`src/rtl/acq_pkg.sv`:
```
// Shared types, default widths and helpers for the acquisition run controller.
package acq_pkg;

    localparam int DEF_FLUSH_CYCLES   = 16;
    localparam int DEF_SETTLE_SAMPLES = 64;
    localparam int DEF_DATA_W         = 32;
    localparam int DEF_LEN_W          = 16;

    typedef enum logic [2:0] {
        ST_IDLE    = 3'd0,
        ST_FLUSH   = 3'd1,
        ST_WARMUP  = 3'd2,
        ST_CAPTURE = 3'd3,
        ST_DONE    = 3'd4
    } acq_state_t;

    // Increment that sticks at the all-ones value of a counter 'width' bits wide (width <= 32).
    function automatic logic [31:0] sat_inc(input logic [31:0] val, input int unsigned width);
        logic [31:0] max_val;
        max_val = (width >= 32) ? 32'hFFFF_FFFF : ((32'd1 << width) - 32'd1);
        return (val >= max_val) ? max_val : (val + 32'd1);
    endfunction

endpackage

```
`src/rtl/acq_counter.sv`:
```
// Loadable down-counter shared by the flush, warm-up and capture phases.
// tc_o flags that the next decrement is the last one of the loaded span.
module acq_counter
    import acq_pkg::*;
#(
    parameter int LEN_W = DEF_LEN_W
) (
    input  logic             clk,
    input  logic             rst,
    input  logic             load_i,
    input  logic [LEN_W-1:0] load_val_i,
    input  logic             dec_i,
    output logic             tc_o
);

    logic [LEN_W-1:0] count_q;
    logic [LEN_W-1:0] count_d;

    always_comb begin
        count_d = count_q;
        if (load_i) begin
            count_d = load_val_i;
        end else if (dec_i && (count_q != '0)) begin
            count_d = count_q - LEN_W'(1);
        end
    end

    always_ff @(posedge clk) begin
        if (!rst) begin
            count_q <= '0;
        end else begin
            count_q <= count_d;
        end
    end

    assign tc_o = (count_q == LEN_W'(1));

endmodule

```
`src/rtl/acq_sequencer.sv`:
```
// Run controller between the signal chain and the framer: flush, warm-up discard,
// bounded/continuous capture with one-cycle forwarding and backpressure drop counting.
module acq_sequencer
    import acq_pkg::*;
#(
    parameter int FLUSH_CYCLES   = DEF_FLUSH_CYCLES,
    parameter int SETTLE_SAMPLES = DEF_SETTLE_SAMPLES,
    parameter int DATA_W         = DEF_DATA_W,
    parameter int LEN_W          = DEF_LEN_W
) (
    input  logic              clk,
    input  logic              rst,
    input  logic              start_i,
    input  logic              abort_i,
    input  logic [LEN_W-1:0]  capture_len_i,
    input  logic [DATA_W-1:0] data_i,
    input  logic              valid_i,
    input  logic              busy_i,
    output logic              chain_en_o,
    output logic              chain_flush_o,
    output logic [DATA_W-1:0] data_o,
    output logic              valid_o,
    output logic              running_o,
    output logic              done_o,
    output logic              aborted_o,
    output logic [LEN_W-1:0]  drop_cnt_o,
    output logic              overrun_o
);

    localparam logic [LEN_W-1:0] FLUSH_LOAD  = LEN_W'(FLUSH_CYCLES);
    localparam logic [LEN_W-1:0] SETTLE_LOAD = LEN_W'(SETTLE_SAMPLES);

    acq_state_t        state_q, state_d;
    logic [LEN_W-1:0]  len_q, len_d;
    logic [DATA_W-1:0] data_q, data_d;
    logic              valid_q, valid_d;
    logic              aborted_q, aborted_d;
    logic [LEN_W-1:0]  drop_cnt_q, drop_cnt_d;
    logic              overrun_q, overrun_d;

    logic              cnt_load;
    logic [LEN_W-1:0]  cnt_val;
    logic              cnt_dec;
    logic              cnt_tc;

    acq_counter #(
        .LEN_W (LEN_W)
    ) u_counter (
        .clk        (clk),
        .rst        (rst),
        .load_i     (cnt_load),
        .load_val_i (cnt_val),
        .dec_i      (cnt_dec),
        .tc_o       (cnt_tc)
    );

    always_comb begin
        state_d    = state_q;
        len_d      = len_q;
        data_d     = data_q;
        valid_d    = 1'b0;
        aborted_d  = 1'b0;
        drop_cnt_d = drop_cnt_q;
        overrun_d  = overrun_q;
        cnt_load   = 1'b0;
        cnt_val    = FLUSH_LOAD;
        cnt_dec    = 1'b0;

        case (state_q)
            ST_IDLE: begin
                if (start_i && !abort_i) begin
                    state_d    = ST_FLUSH;
                    len_d      = capture_len_i;
                    drop_cnt_d = '0;
                    overrun_d  = 1'b0;
                    cnt_load   = 1'b1;
                    cnt_val    = FLUSH_LOAD;
                end
            end

            ST_FLUSH: begin
                if (abort_i) begin
                    state_d   = ST_IDLE;
                    aborted_d = 1'b1;
                end else begin
                    cnt_dec = 1'b1;
                    if (cnt_tc) begin
                        cnt_load = 1'b1;
                        // With no warm-up to discard, capture starts straight after the flush.
                        if (SETTLE_SAMPLES == 0) begin
                            state_d = ST_CAPTURE;
                            cnt_val = len_q;
                        end else begin
                            state_d = ST_WARMUP;
                            cnt_val = SETTLE_LOAD;
                        end
                    end
                end
            end

            ST_WARMUP: begin
                if (abort_i) begin
                    state_d   = ST_IDLE;
                    aborted_d = 1'b1;
                end else if (valid_i) begin
                    cnt_dec = 1'b1;
                    if (cnt_tc) begin
                        state_d  = ST_CAPTURE;
                        cnt_load = 1'b1;
                        cnt_val  = len_q;
                    end
                end
            end

            ST_CAPTURE: begin
                if (abort_i) begin
                    state_d   = ST_IDLE;
                    aborted_d = 1'b1;
                end else if (valid_i) begin
                    if (busy_i) begin
                        drop_cnt_d = LEN_W'(sat_inc(32'(drop_cnt_q), LEN_W));
                        overrun_d  = 1'b1;
                    end else begin
                        valid_d = 1'b1;
                        data_d  = data_i;
                    end
                    // A zero length means continuous: the counter is left alone so it never terminates.
                    if (len_q != '0) begin
                        cnt_dec = 1'b1;
                        if (cnt_tc) begin
                            state_d = ST_DONE;
                        end
                    end
                end
            end

            ST_DONE: begin
                state_d = ST_IDLE;
            end

            default: begin
                state_d = ST_IDLE;
            end
        endcase
    end

    always_ff @(posedge clk) begin
        if (!rst) begin
            state_q    <= ST_IDLE;
            len_q      <= '0;
            data_q     <= '0;
            valid_q    <= 1'b0;
            aborted_q  <= 1'b0;
            drop_cnt_q <= '0;
            overrun_q  <= 1'b0;
        end else begin
            state_q    <= state_d;
            len_q      <= len_d;
            data_q     <= data_d;
            valid_q    <= valid_d;
            aborted_q  <= aborted_d;
            drop_cnt_q <= drop_cnt_d;
            overrun_q  <= overrun_d;
        end
    end

    assign chain_flush_o = (state_q == ST_FLUSH);
    assign chain_en_o    = (state_q == ST_WARMUP) || (state_q == ST_CAPTURE);
    assign running_o     = (state_q != ST_IDLE);
    assign done_o        = (state_q == ST_DONE);
    assign valid_o       = valid_q;
    assign data_o        = data_q;
    assign aborted_o     = aborted_q;
    assign drop_cnt_o    = drop_cnt_q;
    assign overrun_o     = overrun_q;

endmodule

```
`config.mk`:
```
export PLATFORM = sky130hd
export DESIGN_NAME = acq_sequencer
export DESIGN_NICKNAME = d
export VERILOG_FILES = /design/src/rtl/acq_pkg.sv /design/src/rtl/acq_counter.sv /design/src/rtl/acq_sequencer.sv
export SDC_FILE = /design/constraint.sdc
export NUM_CORES = 1
export LEC_CHECK = 0
export BUFFER_PORTS_ARGS = -buffer_cell sky130_fd_sc_hd__buf_2
export CAP_MARGIN = 20
export CORE_MARGIN = 4
export CORE_UTILIZATION = 52
export CTS_CLUSTER_DIAMETER = 30
export CTS_CLUSTER_SIZE = 16
export DETAILED_ROUTE_END_ITERATION = 8
export PLACE_DENSITY = 0.79
export SETUP_SLACK_MARGIN = 0.02
export SLEW_MARGIN = 30
export SYNTH_ARGS = -nofsm -noshare
export SYNTH_HDL_FRONTEND = slang
export SYNTH_SLANG_ARGS = --single-unit
export TNS_END_PERCENT = 100
```
`constraint.sdc`:
```
create_clock -name clk -period 2.8 [get_ports clk]
set_clock_uncertainty 0.05 [all_clocks]
set_input_delay 0.7 -clock clk [delete_from_list [all_inputs] [get_ports clk]]
set_output_delay 0.7 -clock clk [all_outputs]
set_load 0.02 [all_outputs]
```
### Word level (Yosys, flattened, before mapping)

Cells that the tools add are included.

| cells by class | value |
|---|---|
| add/subtract/negate cells | 2 |
| magnitude comparators | 1 |
| eq/ne operators | 15 |
| muxes and demuxes | 45 |
| bitwise operators | 5 |
| reductions and logical operators | 17 |

Operators by type and width:

| operator | number |
|---|---|
| $mux 16 | 10 |
| $pmux 16 s2 | 2 |
| $reduce_bool 16->1 | 2 |
| $mux 3 | 10 |
| $mux 1 | 17 |
| $add 16x1->16 const B | 1 |
| $eq 16x1->1 const B | 1 |
| $ge 16x16->1 const B | 1 |
| $sub 16x1->16 const B | 1 |
| $ne 3x3->1 const B | 5 |
| $mux 7 | 2 |
| $pmux 3 s4 | 1 |
| $ne 2x2->1 const B | 4 |
| $reduce_and 7->1 | 1 |
| $eq 3x2->1 const B | 2 |
| $pmux 1 s3 | 2 |
| $not 1->1 | 5 |
| $reduce_and 5->1 | 1 |
| $reduce_and 2->1 | 2 |
| $reduce_and 4->1 | 1 |
| $reduce_bool 2->1 | 2 |
| $reduce_or 4->1 | 1 |
| $eq 3x1->1 const B | 1 |
| $eq 3x3->1 const B | 1 |
| other kinds (8) | 9 |

| word-level totals | value |
|---|---|
| register bits | 86 |
| input port bits | 54 |
| word-level logic and storage cells | 93 |

### Depth between registers and ports, before layout

| logic depth | value |
|---|---|
| word-level depth | 8 |
| depth in mapped cells | 9 |
| gate-level depth less buffers | 8 |

### Hierarchy

From an unflattened synthesis, not the netlist that was laid out.

| second synthesis, totals | value |
|---|---|
| cells, all modules | 529 |
| area, all modules | 4314.1 sq um |

By module, submodules not included:

| module | times used | cells an instance | area each (sq um) | sequential area each (sq um) |
|---|---|---|---|---|
| acq_sequencer | 1 | 405 | 3308.2 | 1401.3 |
| acq_counter | 1 | 124 | 1006.0 | 320.3 |

### Worst setup path before layout

Ideal clock, no wire load.

| timing path | value |
|---|---|
| path kind | flip-flop to flip-flop |
| from | reg drop_cnt_q[0], in the netlist drop_cnt_o[0] |
| to | reg drop_cnt_q[0], in the netlist drop_cnt_o[0] |
| arrival | 2.066 ns |
| required time | 2.685 ns |
| slack | 0.619 ns |
| stages on the path, launching flop included | 9 |
| buffers on the path | 1 |
| period minus slack after synthesis | 2.181 ns |
| cell sequence | dfxtp_1 ha_1 nand3_1 nor4_2 nand4_1 clkbuf_1 a211oi_1 a21oi_1 nor2_1 |

| on the way | value |
|---|---|
| cells in the longest elaborated chain, start to end | 6 |
| elaborated cells on any way between the ends | 7 |
| those cells by class | add/sub: 1; order compare: 1; mux: 5 |

RTL lines:

| what | line | RTL |
|---|---|---|
| start, declared | acq_sequencer.sv:38 | `logic [LEN_W-1:0] drop_cnt_q, drop_cnt_d;` |
| start signal, assigned | acq_sequencer.sv:162 | `drop_cnt_q <= drop_cnt_d;` |
| $add 16x1->16 or $ge 16x16->1 (tied branches) | acq_pkg.sv:21 | `return (val >= max_val) ? max_val : (val + 32'd1);` |
| $mux 16 * | acq_pkg.sv:21 |  |
| $mux 16 * | acq_sequencer.sv:120 | `if (busy_i) begin` |
| $mux 16 * | acq_sequencer.sv:119 | `end else if (valid_i) begin` |
| $mux 16 * | acq_sequencer.sv:116 | `if (abort_i) begin` |
| $pmux 16 s2 * | acq_sequencer.sv:69 | `case (state_q)` |

Every way passes the cells marked *; elsewhere a longest branch is shown, timed or not. The select of a mux whose other input is x is not followed.
A chain may end at the register's enable or synchronous reset.

### Final worst setup path

| timing path | value |
|---|---|
| from | reg state_q[1] |
| to | reg u_counter.count_q[1] |

| on the way | value |
|---|---|
| cells in the longest elaborated chain, start to end | 4 |
| elaborated cells on any way between the ends | 10 |
| those cells by class | eq/ne: 3; mux: 4; reduce/logical: 3 |

RTL lines:

| what | line | RTL |
|---|---|---|
| start, declared | acq_sequencer.sv:33 | `acq_state_t state_q, state_d;` |
| start signal, assigned | acq_sequencer.sv:157 | `state_q <= state_d;` |
| $eq 3x2->1 or $eq 3x1->1 (tied branches) | acq_sequencer.sv:69 |  |
| $pmux 1 s3 | acq_sequencer.sv:69 |  |
| $logic_and 1x1->1 | acq_counter.sv:23 | `end else if (dec_i && (count_q != '0)) begin` |
| $reduce_bool 2->1 (no source line) | - |  |
| end signal, assigned | acq_counter.sv:32 | `count_q <= count_d;` |
| end, declared | acq_counter.sv:16 | `logic [LEN_W-1:0] count_q;` |

Several ways; a longest one is shown, not always the timed one.

==> impl_metrics.yaml <==
synthesis:
  postSynthAreaPerCell_um2: 7.70
  yosys.area.top_type_share_pct: 42.6
  async_flop_share_pct: 0
  synth-warning-count: 0
  synthTopCellsByArea: "dfxtp_1, nand2_1, a21oi_1, nor2_1, nand3_1"
  synth_cell_types: 62
  syn_area_mm2: 0.00404
  ys_ff_latch: 86
  yosysTopAreaCell: "dfxtp_1"
  synth_edf_count: 0
  synthCells: 525
  ys_seq_area_share_pct: 42.6
  syn_nets: 582
  synth_ff_type: "dfxtp_1"
global_route:
  grt_pass1_vias: 3882
  antenna_found_initial: 0
  track_usage_pct: 24.6
  gr-total-overflow: 0
  grt_max_degree: 39
  grt_pass1_wl_um: 18000
detailed_routing:
  route.antenna.remaining_nets: 0
  vias_per_cell: 5.77
  wl_per_cell_um: 15.4
  dr.pass1.iters: 5
  drt_wl_total_um: 11200
  vias: 4196
  drc_errors: 0
  drt_iter0_markers: 380
outcome:
  status: "finished clean"
clocking:
  cts_max_level: 3
  postCtsSetupBuffers: 0
  cts-root-buf: "clkbuf_8"
  clk_latency_ns: 0.37
  clock_sinks: 86
  path_clk_slew_ns: 0.09
  postCtsHoldBufs: 0
  clk_path_buf_depth: 2
  cts_tree: "yes"
  numCtsBuffers: 9
  cts_resized: 0
sta:
  fmax_mhz: 419
  rsz0062_at_grt: "false"
  setup_viol: 0
  setup_tns_ns: 0
  period_minus_slack_ns: 2.39
  worst_pin_slew_ns: 0.613
  slew_violations: 0
  report.final.hold_viol_count: 0
  timing.final.crit_share_pct: 85.2
  layout_setup_ws_ns: 0.413
  relSlewSlack_pct: 59.2
finish:
  final.fill_count: 615
  nets: 680
  layout_commonest_cell: "nand2_1"
  finalInstanceArea_mm2: 0.00490
  multi_input_area_mm2: 0.00217
  regArea_mm2: 0.00172
  drive_gt1_share_pct: 25.0
  utilization_pct: 66.2
  area_growth_pct: 21.3
  antenna_cells: 0
  most-common-layout-cells: "nand2_1, buf_2, dfxtp_1"
worst_setup_path:
  crit_type: "flop to flop"
  max_stage_delay_ns: 0.59
  critPathRequiredTime_ns: 3.03
  worstSetupStartpointType: "flop"
  endpoint_kind: "flop"
  path_delay_family: "simple AND/OR/NAND/NOR gates"
  cp_slowest_cell: "dfxtp_1"
  crit_fanout: 12
  arrival_ns: 2.61
  worst-path-buf-inv: 1
  crit_chain: "inv_1 -> nor3_1 -> a31oi_2 -> o21ai_2 -> nor2_1 -> nor4_2"
pwr:
  power.density_mw_per_mm2: 881
  p_leak_nw: 1.94
  power_w: 0.00432
  vdd_ir_drop_max_mv: 0.415
placed_design:
  dpl_cell_area_mm2: 0.00466
  dp_slack_ns: 0.211
  io_buffers: 108
  gp_congestion: 0.933
  hpwl_um: 7900
floorplanning:
  io_pins: 109
  fp.dieW_um: 96.2
  die_y_um: 96.2
  placementRows: 31
  core-area_mm2: 0.00741
  dieArea_mm2: 0.00925
  start_util_pct: 54.6
worst_hold_path:
  hold_class: "flop to flop"
run:
  max-cap-violations: 0
[state kept, by name, summed over array words and instances, names as in the netlist]
| register | cells |
|---|---|
| valid_o | 1 |
| aborted_o | 1 |
| overrun_o | 1 |
| state_q | 3 |
| data_o | 32 |
| u_counter.count_q | 16 |
| drop_cnt_o | 16 |
| len_q | 16 |
[cell usage after synthesis, drive strengths merged (7+ instances only)]
cell type / instances
nand2: 114
dfxtp: 86
a21oi: 76
nor2: 43
o21ai: 26
clkbuf: 23
nand3: 22
nor3: 18
nor4: 14
buf: 8
inv: 7
nand4: 7
[layer usage]
layer	routed length [um]	GRT usage, %
met5	0	0
met3	1240	8.68
met1	4740	31.7
met4	226	9.83
met2	4970	37.2
[worst reg2reg max path, delay by kind of cell (launching register included)]
kind                   cells  cell delay [ns]
DFF                        1             0.59
and+or+nand+nor            3             0.86
AOI/OAI and AO/OA          2             0.69
buffers and inverters      1             0.11
[power breakdown]
| group | switching [W] | internal [W] |
|---|---|---|
| Combinational | 0.00103 | 0.000673 |
| Sequential | 0.000191 | 0.00135 |
| Clock | 0.000476 | 0.000603 |
| Total | 0.00170 | 0.00262 |
[area by class of cell]
| cell class | instances | area share (%) |
|---|---|---|
| Inverter | 8 | 0.612 |
| Multi-Input combinational cell | 400 | 44.2 |
| Clock buffer | 10 | 2.60 |
| Sequential cell | 86 | 35.1 |
| Clock inverter | 6 | 2.40 |
| Timing Repair Buffer | 118 | 12.6 |
| Tap cell | 99 | 2.53 |
[cells by family after synthesis]
| kind of cell | Yosys count | synth area share (%) |
|---|---|---|
| AOI/OAI and AO/OA | 139 | 20.5 |
| xor gates and xnor gates | 7 | 1.52 |
| adders and majority gates | 3 | 0.929 |
| buffers and inverters | 39 | 3.84 |
| DFF | 86 | 42.6 |
| and+or+nand+nor | 251 | 30.6 |
[per-stage QoR]
stage	hold slack, ns	std cells
global placement	0.389	711
global route	0.425	727
floorplan	0.395	525
finish	0.407	727
CTS	0.408	727
detailed placement	0.395	711
[path summary, 6_finish.rpt]
path / startpoint / slack [ns] / end / cells past startpoint
setup / recovery: state_q[1] / 0.41 / u_counter.count_q[1] / 6
hold / removal: data_o[8] / 0.41 / data_o[8] / 2
setup reg to reg: state_q[1] / 0.41 / u_counter.count_q[1] / 6
hold reg to reg: data_o[8] / 0.41 / data_o[8] / 2
No activity file was read; power rests on OpenSTA's default activity.
